## src/rtl/wb_port_arbiter.sv

```systemverilog
// Register-file write-port arbiter. Pipeline writeback has priority, and side-unit results
// queue in a small FIFO that drains into idle slots. A scoreboard and a starvation bubble protect ID.
module wb_port_arbiter #(
    parameter int DEPTH        = 4,
    parameter int STARVE_LIMIT = 8
) (
    input  logic        Clk,
    input  logic        Reset,
    input  logic        MEM_WB_RegWrite,
    input  logic [4:0]  MEM_WB_WriteRegister,
    input  logic [31:0] MEM_WB_WriteData,
    input  logic        side_valid,
    output logic        side_ready,
    input  logic [4:0]  side_reg,
    input  logic [31:0] side_data,
    input  logic [4:0]  query_rs,
    input  logic [4:0]  query_rt,
    output logic        WB_RegWrite,
    output logic [4:0]  WB_WriteRegister,
    output logic [31:0] WB_WriteData,
    output logic [31:0] pending_mask,
    output logic        hazard_rs,
    output logic        hazard_rt,
    output logic        stall_req,
    output logic        collision_err
);
    localparam int PW = (DEPTH > 1) ? $clog2(DEPTH) : 1;
    localparam int CW = $clog2(DEPTH + 1);

    typedef enum logic [1:0] {
        ST_IDLE   = 2'd0,
        ST_WAIT   = 2'd1,
        ST_BUBBLE = 2'd2
    } state_t;

    logic [4:0]    reg_mem  [DEPTH];
    logic [31:0]   data_mem [DEPTH];
    logic [PW-1:0] wr_ptr_q, wr_ptr_d;
    logic [PW-1:0] rd_ptr_q, rd_ptr_d;
    logic [CW-1:0] count_q, count_d;
    logic [7:0]    starve_q;
    state_t        state_q;
    logic          collision_q;

    logic pipe_active;
    logic fifo_empty;
    logic enq;
    logic deq;
    logic head_blocked;

    assign pipe_active  = MEM_WB_RegWrite && (MEM_WB_WriteRegister != 5'd0);
    assign fifo_empty   = (count_q == '0);
    assign side_ready   = (count_q != CW'(DEPTH));
    // Register-0 results are acknowledged but never stored.
    assign enq          = side_valid && side_ready && (side_reg != 5'd0);
    assign deq          = !pipe_active && !fifo_empty;
    assign head_blocked = pipe_active && !fifo_empty;

    always_comb begin
        WB_RegWrite      = MEM_WB_RegWrite;
        WB_WriteRegister = MEM_WB_WriteRegister;
        WB_WriteData     = MEM_WB_WriteData;
        if (deq) begin
            WB_RegWrite      = 1'b1;
            WB_WriteRegister = reg_mem[rd_ptr_q];
            WB_WriteData     = data_mem[rd_ptr_q];
        end
    end

    always_comb begin
        wr_ptr_d = enq ? wr_ptr_q + PW'(1) : wr_ptr_q;
        rd_ptr_d = deq ? rd_ptr_q + PW'(1) : rd_ptr_q;
        count_d  = count_q;
        if (enq && !deq) begin
            count_d = count_q + CW'(1);
        end else if (!enq && deq) begin
            count_d = count_q - CW'(1);
        end
    end

    // Slot gi is live when its distance from the read pointer is below the count.
    logic [31:0] entry_onehot [DEPTH];
    genvar gi;
    generate
        for (gi = 0; gi < DEPTH; gi++) begin : g_sb
            logic [PW-1:0] offs;
            assign offs = PW'(gi) - rd_ptr_q;
            assign entry_onehot[gi] = (CW'(offs) < count_q) ? (32'd1 << reg_mem[gi]) : 32'd0;
        end
    endgenerate

    always_comb begin
        pending_mask = 32'd0;
        for (int i = 0; i < DEPTH; i++) begin
            pending_mask = pending_mask | entry_onehot[i];
        end
    end

    assign hazard_rs     = (query_rs != 5'd0) && pending_mask[query_rs];
    assign hazard_rt     = (query_rt != 5'd0) && pending_mask[query_rt];
    assign stall_req     = (state_q == ST_BUBBLE);
    assign collision_err = collision_q;

    always_ff @(posedge Clk) begin
        if (enq) begin
            reg_mem[wr_ptr_q]  <= side_reg;
            data_mem[wr_ptr_q] <= side_data;
        end
    end

    always_ff @(posedge Clk) begin
        if (Reset) begin
            wr_ptr_q    <= '0;
            rd_ptr_q    <= '0;
            count_q     <= '0;
            collision_q <= 1'b0;
        end else begin
            wr_ptr_q    <= wr_ptr_d;
            rd_ptr_q    <= rd_ptr_d;
            count_q     <= count_d;
            collision_q <= collision_q | (pipe_active && pending_mask[MEM_WB_WriteRegister]);
        end
    end

    always_ff @(posedge Clk) begin
        if (Reset) begin
            state_q  <= ST_IDLE;
            starve_q <= 8'd0;
        end else begin
            case (state_q)
                ST_IDLE: begin
                    starve_q <= 8'd0;
                    if (count_d != '0) begin
                        state_q <= ST_WAIT;
                    end
                end
                ST_WAIT: begin
                    if (deq) begin
                        starve_q <= 8'd0;
                        if (count_d == '0) begin
                            state_q <= ST_IDLE;
                        end
                    end else if (head_blocked) begin
                        if (starve_q == 8'(STARVE_LIMIT - 1)) begin
                            state_q <= ST_BUBBLE;
                        end else begin
                            starve_q <= starve_q + 8'd1;
                        end
                    end
                end
                ST_BUBBLE: begin
                    if (deq) begin
                        starve_q <= 8'd0;
                        state_q  <= (count_d == '0) ? ST_IDLE : ST_WAIT;
                    end
                end
                default: begin
                    state_q  <= ST_IDLE;
                    starve_q <= 8'd0;
                end
            endcase
        end
    end
endmodule

```

## config.mk

```make
export PLATFORM = sky130hd
export DESIGN_NAME = wb_port_arbiter
export DESIGN_NICKNAME = d
export VERILOG_FILES = /design/src/rtl/wb_port_arbiter.sv
export SDC_FILE = /design/constraint.sdc
export NUM_CORES = 1
export LEC_CHECK = 0
export CAP_MARGIN = 5
export CORE_AREA = 2 2 166 168
export DETAILED_ROUTE_END_ITERATION = 7
export DIE_AREA = 0 0 168 170
export HOLD_SLACK_MARGIN = 0.06
export SLEW_MARGIN = 15
export SYNTH_ARGS = -nofsm -noshare
export SYNTH_HDL_FRONTEND = slang
export SYNTH_SLANG_ARGS = --single-unit
```

## constraint.sdc

```tcl
create_clock -name Clk -period 5.4 [get_ports Clk]
set_input_delay 1.08 -clock Clk [delete_from_list [all_inputs] [get_ports Clk]]
set_output_delay 1.08 -clock Clk [all_outputs]
set_load 0.02 [all_outputs]
```

==> results of run 1 <==
==> worst min-delay path by stage <==
stage / startpoint / endpoint / slack, ns / cells past startpoint
final: starve_q[7]$_SDFFE_PP0P_ / starve_q[7]$_SDFFE_PP0P_ / 0.50 / 2
after global routing: starve_q[7]$_SDFFE_PP0P_ / starve_q[7]$_SDFFE_PP0P_ / 0.55 / 2
after CTS: starve_q[7]$_SDFFE_PP0P_ / starve_q[7]$_SDFFE_PP0P_ / 0.49 / 2
after detailed placement: starve_q[7]$_SDFFE_PP0P_ / starve_q[7]$_SDFFE_PP0P_ / 0.48 / 2
after global placement: starve_q[7]$_SDFFE_PP0P_ / starve_q[7]$_SDFFE_PP0P_ / 0.48 / 2
after floorplan: starve_q[7]$_SDFFE_PP0P_ / starve_q[7]$_SDFFE_PP0P_ / 0.45 / 2
==> state kept, by name, indices dropped and copies added (netlist names), named ones only <==
| name | cells |
|---|---|
| data_mem | 128 |
| starve_q | 8 |
| count_q | 3 |
| wr_ptr_q | 2 |
| rd_ptr_q | 2 |
| collision_err | 1 |
| reg_mem | 20 |
| state_q | 2 |
==> through the flow <==
| step | utilization | area, sq um | setup WS (ns) | power, mW | hold WS, ns |
|---|---|---|---|---|---|
| 6_report | 0.446 | 11900 | 0.197 | 4.73 | 0.497 |
| 5_1_grt | 0.446 | 11900 | 0.0101 | 4.96 | 0.554 |
| 4_1_cts | 0.446 | 11900 | 0.177 | 4.74 | 0.493 |
| 3_5_place_dp | 0.423 | 11300 | 0.587 | 3.54 | 0.480 |
| 3_3_place_gp | 0.423 | 11300 | 0.607 | 3.55 | 0.479 |
| 2_1_floorplan | - | 9200 | 1.16 | 2.79 | 0.453 |
==> timing repair <==
action,CTS,global route
buffers inserted,0,0
resized for setup,0,2
endpoints found under the setup margin,0,2
==> worst min-delay path, cell delays in order (launching register included) <==
cell,delay (ns)
dfxtp_1,0.32
o21ai_0,0.07
a21oi_1,0.06
==> layout make-up <==
class                   instances  area (sq um)  share of cell area
flip-flops and latches        168          4850               0.408
clock buffers                  17           425              0.0358
inverters                      27           101             0.00852
repair buffers                191          1840               0.155
multi-input cells             571          4070               0.342
clock inverters                15           179              0.0150
well taps                     341           427              0.0359
==> routing by layer <==
layer  global-route usage  vias to the layer above  share of wire
met5                    0                        -        0.00060
met4               0.0957                        2          0.045
met3               0.0374                       75          0.076
met2                0.299                      374           0.45
met1                0.244                     3524           0.43
li1                     -                     3419              -
==> cell families (layout without fill, tap and decap cells) <==
group,Yosys count,after routing,share of synthesized area
simple gates,347,347,0.174
flops,168,168,0.527
compound gates,149,149,0.121
buf+inv,76,250,0.0331
mux,54,54,0.120
fa+ha+maj,12,12,0.0163
xor+xnor,9,9,0.00857
==> cell usage in the layout (no fill, tap or decap), types with 3 or more instances in the layout <==
master	Yosys	final
o211ai_1	15	15
o21ai_0	12	12
a221oi_1	9	9
inv_8	0	3
clkbuf_16	0	17
mux4_2	45	45
nor2b_1	23	23
o22ai_1	13	13
a22oi_1	17	17
or2_2	3	3
nand4_1	5	5
ha_1	12	12
a22o_1	5	5
edfxtp_1	148	148
mux2i_1	7	7
dfxtp_1	20	18
nand2_1	148	148
a211o_1	7	6
a21oi_1	18	18
or3_1	4	4
clkdlybuf4s50_1	0	162
nand2b_1	27	26
inv_1	25	25
nor2_1	63	62
o221ai_1	5	5
a31oi_1	4	4
nor3_1	29	29
and3_1	8	8
clkinv_8	0	6
buf_4	0	29
nor4_1	5	5
nand3_1	18	18
o2111ai_1	4	4
xnor2_1	8	8
and2_2	0	4
or4_1	3	3
a211oi_1	15	15
==> power by group <==
| part | switching [mW] | internal (mW) | leakage (nW) |
|---|---|---|---|
| logic | 1.09 | 0.814 | 2.33 |
| clock network | 0.580 | 0.624 | 0.290 |
| registers | 0.0842 | 1.55 | 1.52 |
| total | 1.75 | 2.99 | 4.14 |
==> flow_summary.yaml, run 1 <==
run_status:
  status: "finished, final reports clean"
timing:
  rsz0062_at_grt: "false"
  tightest_slew_ns: 1.05
  tns_ns: 0
  setup_viol: 0
  drv_slew: 0
  clock.fmax_ghz: 0.192
  hold_viol: 0
  skew_ns: 0.0197
  relSlewSlack: 0.303
  post-route-min-period_ns: 5.20
  finalCritPeriodShare: 0.964
setup_path:
  crit_path_start_kind: "register"
  critical-path-top-delay-family: "compound AO/OA/AOI/OAI gates"
  end_kind: "output pin"
  r2r_slack_ns: 1.98
  timing.rr.start: "count_q[1]$_SDFF_PP0_"
  slowest_delay_ns: 0.54
  path_cells: "inv_1, buf_4, ha_1, nand2b_1, o211ai_1, o22ai_1, a221oi_2, inv_2, mux4_2, a211o_1, a32o_1, clkdlybuf4s50_1"
  r2r_cells: 11
  path_buf_inv: 4
  crit_required_ns: 4.32
  rr_endpoint: "collision_err$_SDFF_PP0_"
  cp_slowest_cell: "clkdlybuf4s50_1"
  setup.worst_path.end: "hazard_rs"
  critPathKind: "register to output pin"
  worstPathMaxFanout: 6
  arrival_ns: 4.12
  cp.depth: 12
  critPathLaunch: "count_q[1]$_SDFF_PP0_"
synthesis:
  yosysWarnings: 0
  synth_common_cells: "148 x edfxtp_1, 148 x nand2_1, 63 x nor2_1"
  synth_top_area_cell: "edfxtp_1"
  synth_fp_nets: 915
  synth_seq_cells: 168
  yosysSeqAreaShare: 0.527
  syn_inst: 815
  synth_top_area_frac: 0.483
  synth_cell_type_count: 61
  synthesis.area_sq_um: 9200
  synth-edff-count: 148
  ys_async_sr_fraction: 0
  synth.area.top_cells: "edfxtp_1 48%, mux4_2 11%, nand2_1 6.0%, dfxtp_1 4.4%, nor2_1 2.6%"
  avgSynthCellArea_sq_um: 11.3
  dominantRegCellSynth: "edfxtp_1"
clocking:
  clk_pin_slew_worst_paths_ns: 0.07
  cts_buffers: 17
  cts_hold_buf: 0
  cts_tree: "done"
  htreeDepth: 4
  cts.path.max_buffers: 2
  cts_sinks: 168
  clk_latency_ns: 0.43
  root_buffer: "clkbuf_16"
floorplan:
  rows: 60
  start_util: 0.345
  dieArea_sq_um: 28600
  die_h_microns: 170
  core-area_sq_um: 26700
  die_w_microns: 168
  io_pins: 163
run:
  maxCapViolCount: 0
global_route:
  grt_pass1_vias: 7290
  grt_max_degree: 38
  grt_overflow: 0
  grt_use_total: 0.188
  antenna_found_initial: 1
  grt_pass1_wl_mm: 41.4
place:
  dp.cells: 1298
  port_buffers: 162
  dp_hpwl_mm: 19.0
  gp_congestion: 0.987
drt:
  routed_wl_mm: 26.6
  drc_errors: 0
  wire_per_inst_microns: 20.0
  first_iter_violations: 643
  postRouteAntennaNets: 0
  dr.pass1.iters: 5
  vias_per_cell: 5.56
  vias: 7394
finish:
  num-fill-cells: 2423
  antenna_cells: 0
  areaGrowthSynthToFinish_pct: 29.3
  fin_nets: 1076
  stdcell_count: 1330
  drive_gt1_frac: 0.127
hold_path:
  holdCritPathClass: "register to register"
pwr:
  p_leak_nw: 4.14
  peakVddDrop_v: 0.000200
  power_density_nw_per_um2: 398
No activity file was read; power rests on OpenSTA's default activity.
==> run 2, diff against run 1 <==
--- a/config.mk
+++ b/config.mk
@@ -9,6 +9,7 @@
 export CORE_AREA = 2 2 166 168
 export DETAILED_ROUTE_END_ITERATION = 7
 export DIE_AREA = 0 0 168 170
+export GPL_ROUTABILITY_DRIVEN = 0
 export HOLD_SLACK_MARGIN = 0.06
 export SLEW_MARGIN = 15
 export SYNTH_ARGS = -nofsm -noshare
==> run 2 against run 1 <==
Via count increased by 1.0%. Critical path type unchanged. Highest routed layer unchanged. Critical endpoint unchanged. Die area stayed put. Fmax fell by 1.3%.
==> flow_summary.yaml, run 2 (synthesis gave the netlist of run 1 again) <==
finish:
  final_cell_mix: "161 x clkdlybuf4s50_1, 148 x nand2_1, 148 x edfxtp_1"
  num-fill-cells: 2464
  drive_gt1_frac: 0.133
  ff_latch_area_sq_um: 4850
  stdcell_count: 1334
  final_area_sq_um: 11900
  multi_input_area_sq_um: 4080
  largest_reg_flops: 128
  reg_top3: "data_mem: 128 flops, reg_mem: 20 flops, starve_q: 8 flops"
  fin_nets: 1079
  top_register: "data_mem"
  final_common_cell: "clkdlybuf4s50_1"
  areaGrowthSynthToFinish_pct: 29.3
clocking:
  clk_pin_slew_worst_paths_ns: 0.07
  clk_latency_ns: 0.42
  cts_tree: "done"
  ctsResizeCount: 0
  cts.path.max_buffers: 2
  post_cts_buffers: 0
  htreeDepth: 4
  root_buffer: "clkbuf_16"
  cts_buffers: 17
  cts_sinks: 168
  cts_hold_buf: 0
floorplan:
  rows: 60
  core-area_sq_um: 26700
  die_w_microns: 168
  die_h_microns: 170
  start_util: 0.345
  io_pins: 163
  dieArea_sq_um: 28600
setup_path:
  cp_common_cell: "buf_4"
  arrival_ns: 4.19
  crit_required_ns: 4.32
  end_kind: "output pin"
  worstPathMaxFanout: 9
  path_cells: "inv_1, buf_4, ha_1, nor2b_1, a211o_2, buf_4, or4_1, and3_1, buf_4, a2111oi_0, a211o_1, a32o_1, clkdlybuf4s50_1"
  cp_slowest_cell: "clkdlybuf4s50_1"
  crit_path_start_kind: "register"
  critPathKind: "register to output pin"
  slowest_delay_ns: 0.60
run_status:
  status: "finished, final reports clean"
drt:
  dr.pass1.iters: 7
  routed_wl_mm: 26.2
  vias: 7468
  first_iter_violations: 849
  postRouteAntennaNets: 0
  wire_per_inst_microns: 19.6
  vias_per_cell: 5.60
  drc_errors: 0
pwr:
  p_clk_frac: 0.246
  p_int_mw: 2.99
  combPwrFrac: 0.397
  switching_share: 0.364
  p_leak_nw: 4.16
  power_density_nw_per_um2: 395
  seqPwrFrac: 0.357
  peakVddDrop_v: 0.000194
  power_switching_mw: 1.71
timing:
  skew_ns: 0.0144
  rsz0062_at_grt: "false"
  setup_viol: 0
  tightest_slew_ns: 1.06
  relSlewSlack: 0.291
  hold_ws_ns: 0.502
  tns_ns: 0
  clock.fmax_ghz: 0.190
  finalCritPeriodShare: 0.976
  post-route-min-period_ns: 5.27
  drv_slew: 0
  finalWorstSetupSlack_ns: 0.130
  hold_viol: 0
run:
  maxCapViolCount: 0
global_route:
  grt_max_degree: 38
  grt_use_total: 0.186
  grt_overflow: 0
  grt_pass1_vias: 7516
  antenna_found_initial: 2
  grt_pass1_wl_mm: 41.6
place:
  dp_slack_ns: 0.536
  dp.cells: 1301
  place_area_sq_um: 11300
  port_buffers: 162
  dp_hpwl_mm: 18.8
hold_path:
  holdCritPathClass: "register to register"
## run 2: cell count changes in the layout (fill, tap and decap cells not counted), sizes merged
cell,change
buf,+3
clkinv,-4
inv,+4
diode,+1
dlymetal6s2s,+1
clkdlybuf4s50,-1
## run 2: worst max-delay path: cells and delay by family (launching register included)
family / cells / cell delay [ns]
AOI/OAI and AO/OA: 4 / 1.21
adders and majority gates: 1 / 0.28
buffers and inverters: 5 / 1.17
DFF: 1 / 0.38
and+or+nand+nor: 3 / 0.73
## run 2: per-layer routing
metal	part of all wire	vias up	GRT usage
met2	0.47	409	0.311
met4	0.027	2	0.0703
met1	0.42	3558	0.236
li1	-	3434	-
met3	0.087	65	0.0447
met5	0.00042	-	0
## run 2: layout make-up
type	instances	share of cell area
clock buffers	17	0.0358
repair buffers	194	0.157
multi-input cells	571	0.343
inverters	27	0.00852
well taps	341	0.0359
flip-flops and latches	168	0.408
clock inverters	15	0.0125
diodes	1	0.000210
## run 2: power groups by stage
stage               Sequential (mW)  Clock, mW  Combinational [mW]
floorplan                      1.61          0                1.18
global placement               1.70          0                1.85
detailed placement             1.71          0                1.85
CTS                            1.68       1.18                1.86
global route                   1.70       1.23                2.01
finish                         1.67       1.15                1.87
## run 2: stage by stage
step / total power [mW] / util
finish: 4.69 / 0.446
global route: 4.94 / 0.446
CTS: 4.71 / 0.446
detailed placement: 3.56 / 0.424
global placement: 3.56 / 0.424
floorplan: 2.79 / -
## run 2: worst paths after layout
path | to | cells after the start | slack (ns) | from
hold reg to reg | starve_q[7]$_SDFFE_PP0P_ | 2 | 0.50 | starve_q[7]$_SDFFE_PP0P_
setup / recovery | hazard_rs | 13 | 0.13 | count_q[1]$_SDFF_PP0_
setup reg to reg | collision_err$_SDFF_PP0_ | 12 | 1.91 | count_q[1]$_SDFF_PP0_
hold / removal | starve_q[7]$_SDFFE_PP0P_ | 2 | 0.50 | starve_q[7]$_SDFFE_PP0P_
